File: config.mk
export PLATFORM = sky130hd
export DESIGN_NAME = score_display
export DESIGN_NICKNAME = d
export VERILOG_FILES = /design/src/rtl/flappy_pkg.sv /design/src/rtl/bin2bcd_seq.sv /design/src/rtl/score_display.sv
export SDC_FILE = /design/constraint.sdc
export NUM_CORES = 1
export LEC_CHECK = 0
export BUFFER_PORTS_ARGS = -buffer_cell sky130_fd_sc_hd__buf_4
export CAP_MARGIN = 20
export CORE_ASPECT_RATIO = 1.4
export CORE_MARGIN = 2
export CORE_UTILIZATION = 59
export DETAILED_ROUTE_END_ITERATION = 8
export GPL_TIMING_DRIVEN = 0
export HOLD_SLACK_MARGIN = 0.02
export PLACE_DENSITY = 0.86
export SYNTH_ARGS = -nofsm -noshare
export SYNTH_HDL_FRONTEND = slang
export SYNTH_SLANG_ARGS = --single-unit
File: constraint.sdc
create_clock -name clk -period 3.2 [get_ports clk]
set_clock_uncertainty 0.1 [all_clocks]
set_input_delay 0.32 -clock clk [delete_from_list [all_inputs] [get_ports clk]]
set_output_delay 0.32 -clock clk [all_outputs]
set_load 0.05 [all_outputs]
File: src/rtl/flappy_pkg.sv
// flappy_pkg: shared seven-segment constants, digit count and conversion state encoding
package flappy_pkg;
  localparam int NUM_DIGITS = 4;
  localparam logic [6:0] SEG_BLANK = 7'b1111111;
  localparam logic [3:0] AN_OFF = 4'b1111;
  localparam logic [9:0][6:0] SEG_LUT = {
    7'b0010000, 7'b0000000, 7'b1111000, 7'b0000010, 7'b0010010,
    7'b0011001, 7'b0110000, 7'b0100100, 7'b1111001, 7'b1000000
  };
  typedef enum logic [1:0] {IDLE, LOAD, SHIFT, DONE} conv_state_t;
  function automatic logic [15:0] add3(input logic [15:0] a);
    logic [15:0] r;
    r = a;
    for (int i = 0; i < NUM_DIGITS; i++)
      if (a[4*i +: 4] >= 4'd5) r[4*i +: 4] = a[4*i +: 4] + 4'd3;
    return r;
  endfunction
  function automatic logic [6:0] seg_of(input logic [3:0] d);
    return d > 4'd9 ? SEG_BLANK : SEG_LUT[d];
  endfunction
endpackage

File: src/rtl/bin2bcd_seq.sv
// bin2bcd_seq: iterative shift-add-3 binary to four-digit BCD converter
module bin2bcd_seq
  import flappy_pkg::*;
#(
  parameter int W = 10
) (
  input  logic         clk,
  input  logic         rst,
  input  logic         start,
  input  logic [W-1:0] bin,
  output logic         busy,
  output logic         done,
  output logic [15:0]  bcd
);
  conv_state_t state, state_n;
  logic [W-1:0] sh;
  logic [3:0] cnt;
  always_ff @(posedge clk) state <= rst ? IDLE : state_n;
  always_comb begin
    state_n = IDLE;
    state_n = state == IDLE ? (start ? LOAD : IDLE) :
              state == LOAD ? SHIFT :
              state == SHIFT ? (cnt == 4'(W - 1) ? DONE : SHIFT) : IDLE;
  end
  always_ff @(posedge clk)
    if (rst) begin
      sh <= '0;
      bcd <= '0;
      cnt <= '0;
    end else if (state == LOAD) begin
      sh <= bin;
      bcd <= '0;
      cnt <= '0;
    end else if (state == SHIFT) begin
      {bcd, sh} <= {add3(bcd), sh} << 1;
      cnt <= cnt + 4'd1;
    end
  assign busy = state != IDLE;
  assign done = state == DONE;
endmodule

File: src/rtl/score_display.sv
// score_display: converts the selected score to BCD and scans it onto a 4-digit 7-segment display
module score_display
  import flappy_pkg::*;
#(
  parameter int SCORE_W = 10,
  parameter int MAX_DISP = 9999
) (
  input  logic               clk,
  input  logic               clr,
  input  logic               scan_en,
  input  logic [SCORE_W-1:0] current_score,
  input  logic [SCORE_W-1:0] highest_score,
  input  logic               show_high,
  output logic [6:0]         seg,
  output logic [3:0]         an,
  output logic               dp,
  output logic               busy
);
  logic [SCORE_W-1:0] sel, bin, last_loaded;
  logic pending, start, loading, done, blank;
  logic [15:0] bcd, disp;
  logic [1:0] idx, idx_n;
  logic [3:0] nib;
  assign sel = show_high ? highest_score : current_score;
  assign bin = 32'(sel) > MAX_DISP ? SCORE_W'(MAX_DISP) : sel;
  assign start = !busy && (pending || sel != last_loaded);
  bin2bcd_seq #(.W(SCORE_W)) u_conv (
    .clk(clk),
    .rst(clr),
    .start(start),
    .bin(bin),
    .busy(busy),
    .done(done),
    .bcd(bcd)
  );
  always_ff @(posedge clk)
    if (clr) begin
      pending <= 1'b1;
      last_loaded <= '0;
      loading <= 1'b0;
      disp <= '0;
    end else begin
      loading <= start;
      if (loading) begin
        last_loaded <= sel;
        pending <= 1'b0;
      end
      if (done) disp <= bcd;
    end
  assign idx_n = idx + 2'd1;
  assign nib = disp[{idx_n, 2'b00} +: 4];
  assign blank = idx_n == 2'd3 ? disp[15:12] == 4'd0 :
                 idx_n == 2'd2 ? disp[15:8] == 8'd0 :
                 idx_n == 2'd1 ? disp[15:4] == 12'd0 : 1'b0;
  always_ff @(posedge clk)
    if (clr) begin
      idx <= '0;
      seg <= SEG_BLANK;
      an <= AN_OFF;
      dp <= 1'b1;
    end else if (scan_en) begin
      idx <= idx_n;
      seg <= blank ? SEG_BLANK : seg_of(nib);
      an <= blank ? AN_OFF : ~(4'd1 << idx_n);
      dp <= !(idx_n == 2'd0 && show_high);
    end
endmodule

==> results_dict.tcl <==
set metrics [dict create \
    combPwrFrac_pct 15.4 \
    diodes 0 \
    power.density_nw_per_um2 464 \
    ios 37 \
    drive_gt1_share_pct 14.4 \
    core_area_um2 6130 \
    grt_use_total_pct 22.7 \
    htree_levels 3 \
    fin_crit_ns 2.90 \
    vias 2977 \
    synthArstFlopShare_pct 0 \
    drcViolationCount 0 \
    hpwlAfterDp_um 5590 \
    clock.fmax_ghz 0.345 \
    ys_seq_elements 74 \
    clock_latency_ns 0.35 \
    path_clk_slew_ns 0.08 \
    drtIter0Drc 156 \
    r2r_slack_ns 0.30 \
    hold_buffers 0 \
    hold_path_class "in2reg" \
    setup_viol 0 \
    synthTopCellsByArea "dfxtp_1 (40%), mux2i_1 (11%), ha_1 (7.8%), nor2_1 (7.0%), xnor2_1 (4.5%)" \
    place.gp.congestion 0.833 \
    area_growth_pct 14.6 \
    synth_cell_types 43 \
    p_seq_share_pct 50.3 \
    netlist_instances 399 \
    netlist.area_leader.share_pct 40.2 \
    cts_sinks 74 \
    start_util_pct 60.2 \
    synth_top_flop_cell "dfxtp_1" \
    setup_tns_ns 0 \
    grt_pass1_vias 2931 \
    critPathRequiredTime_ns 3.34 \
    fillers 454 \
    synth.largest_area_cell "dfxtp_1" \
    period_share_pct 90.7 \
    viasPerCell 5.70 \
    routed_wirelength_um 7520 \
    cts_setup_buffers 0 \
    crit_type "reg2reg" \
    crit_arrival_ns 3.04 \
    rows 34 \
    p_switching_uw 579 \
    antenna_left 0 \
    die_w_um 70.8 \
    slew_headroom_pct 55.2 \
    pwr-share-clk_pct 34.3 \
    drv_slew 0 \
    dr.pass1.iters 4 \
    multiInputGateArea_um2 2030 \
    synth_edf_count 0 \
    portBuffers 35 \
    yosysSeqAreaShare_pct 40.2 \
    die_area_um2 6910 \
    fp.dieH_um 97.6 \
    final_hold_viol_count 0 \
    p_int_mw 1.38 \
    drv_cap 0 \
    yosysWarnings 0 \
    grt_pass1_wl_um 12800 \
    regArea_um2 1480 \
    swShare_pct 29.5 \
    antenna_found_initial 0 \
    final_cells 522 \
    wl_per_cell_um 14.4 \
    cp_max_fo 8 \
    p_total_mw 1.96 \
    finalNetCount 492 \
    clock_path_buffers 2 \
    synthesis.area_um2 3690 \
    rsz0062_at_grt "false" \
    crit_path_end_kind "flop" \
    cts_tree "yes" \
    design_area_um2 4230 \
    leakage_nw 1.63 \
    vdd_ir_drop_max_mv 0.234 \
    placed_cell_area_um2 4040 \
    syn_nets 446 \
    status "completed" \
    root_buffer "clkbuf_8" \
    tightest_slew_ns 0.672 \
    cts_resized 0 \
    cts_made_buffers 9 \
    post_synth.cell_area_avg_um2 9.24 \
    dp_cells 506 \
    grt_max_degree 16 \
    final_util_pct 69.0 \
    cp-start-kind "flop" \
    grt.overflow.total 0 \
]
-- cell families (layout without fill, tap and decap cells) --
logic type      after synthesis  after routing  synth area share, %
compound gates               70             70                 11.9
xor+xnor                     21             21                 4.99
fa+ha+maj                    23             23                 7.80
buf+inv                      41             92                 4.82
flops                        74             74                 40.2
mux                          48             48                 15.2
simple gates                122            122                 15.1
-- cells in the final DEF, fill, tap and decap left out, types with 9 or more instances in the layout --
master / count
ha_1: 23
a21oi_1: 29
nand2_1: 9
clkbuf_1: 14
mux2i_1: 40
nor2_1: 69
nand2b_1: 15
inv_1: 18
clkbuf_8: 9
xnor2_1: 19
dfxtp_1: 74
buf_4: 35
a211oi_1: 11
-- critical path, stage by stage (launching register included) --
cell     delay, ns
dfxtp_1       0.53
inv_1         0.14
ha_1          0.34
buf_6         0.13
mux4_1        0.63
inv_1         0.14
ha_1          0.20
nor2_1        0.07
o21ai_2       0.11
o21ai_2       0.12
o31a_1        0.29
-- synth_stat cells, types with 4 or more instances --
| master | n |
|---|---|
| dfxtp_1 | 74 |
| nor2_1 | 69 |
| mux2i_1 | 40 |
| a21oi_1 | 29 |
| ha_1 | 23 |
| xnor2_1 | 19 |
| inv_1 | 18 |
| nand2b_1 | 15 |
| clkbuf_1 | 14 |
| a211oi_1 | 11 |
| nand2_1 | 9 |
| nand3_1 | 8 |
| or2_1 | 7 |
| o21ai_1 | 6 |
| o21ai_0 | 5 |
| buf_1 | 4 |
| nor4_1 | 4 |
-- power by group through the flow --
stage,sequential (mW),combinational (mW),clock (mW)
final,0.986,0.302,0.672
after global routing,0.990,0.331,0.726
after detailed placement,1.01,0.301,0
after CTS,0.985,0.303,0.685
after floorplan,1.03,0.196,0
after global placement,1.00,0.291,0
-- layer usage --
layer	vias to the layer above	part of all wire [%]	track usage, %
met5	-	0	0
met4	0	2.7	13.1
met3	15	3.4	2.90
met2	60	52	38.7
met1	1433	42	26.9
li1	1469	-	-
-- registers in the layout (all words and copies together) (netlist names) --
| signal | count |
|---|---|
| seg | 7 |
| an | 4 |
| u_conv.sh | 10 |
| u_conv.state | 2 |
| last_loaded | 10 |
| disp | 16 |
| dp | 1 |
| u_conv.cnt | 4 |
| idx | 2 |
| pending | 1 |
| loading | 1 |
| u_conv.bcd | 16 |
-- through the flow --
| stage | hold WS (ns) | setup slack [ns] |
|---|---|---|
| after floorplan | 0.305 | 0.607 |
| after global placement | 0.347 | 0.440 |
| after detailed placement | 0.358 | 0.370 |
| after CTS | 0.0942 | 0.336 |
| after global routing | 0.104 | 0.171 |
| final | 0.103 | 0.298 |
-- final timing paths --
| kind | from | to | cells after the start |
|---|---|---|---|
| max | idx[0] | seg[4] | 10 |
| min | clr | loading | 2 |
| max reg2reg | idx[0] | seg[4] | 10 |
| min reg2reg | pending | pending | 2 |
-- final cells by class --
class | count | area share (%)
well taps | 72 | 2.13
plain buffers | 22 | 2.52
clock buffers | 9 | 2.93
clock inverters | 7 | 1.42
repair buffers | 35 | 6.22
inverters | 19 | 1.69
multi-input cells | 284 | 48.0
flip-flops and latches | 74 | 35.1
Power figures use the tool's default switching activity.
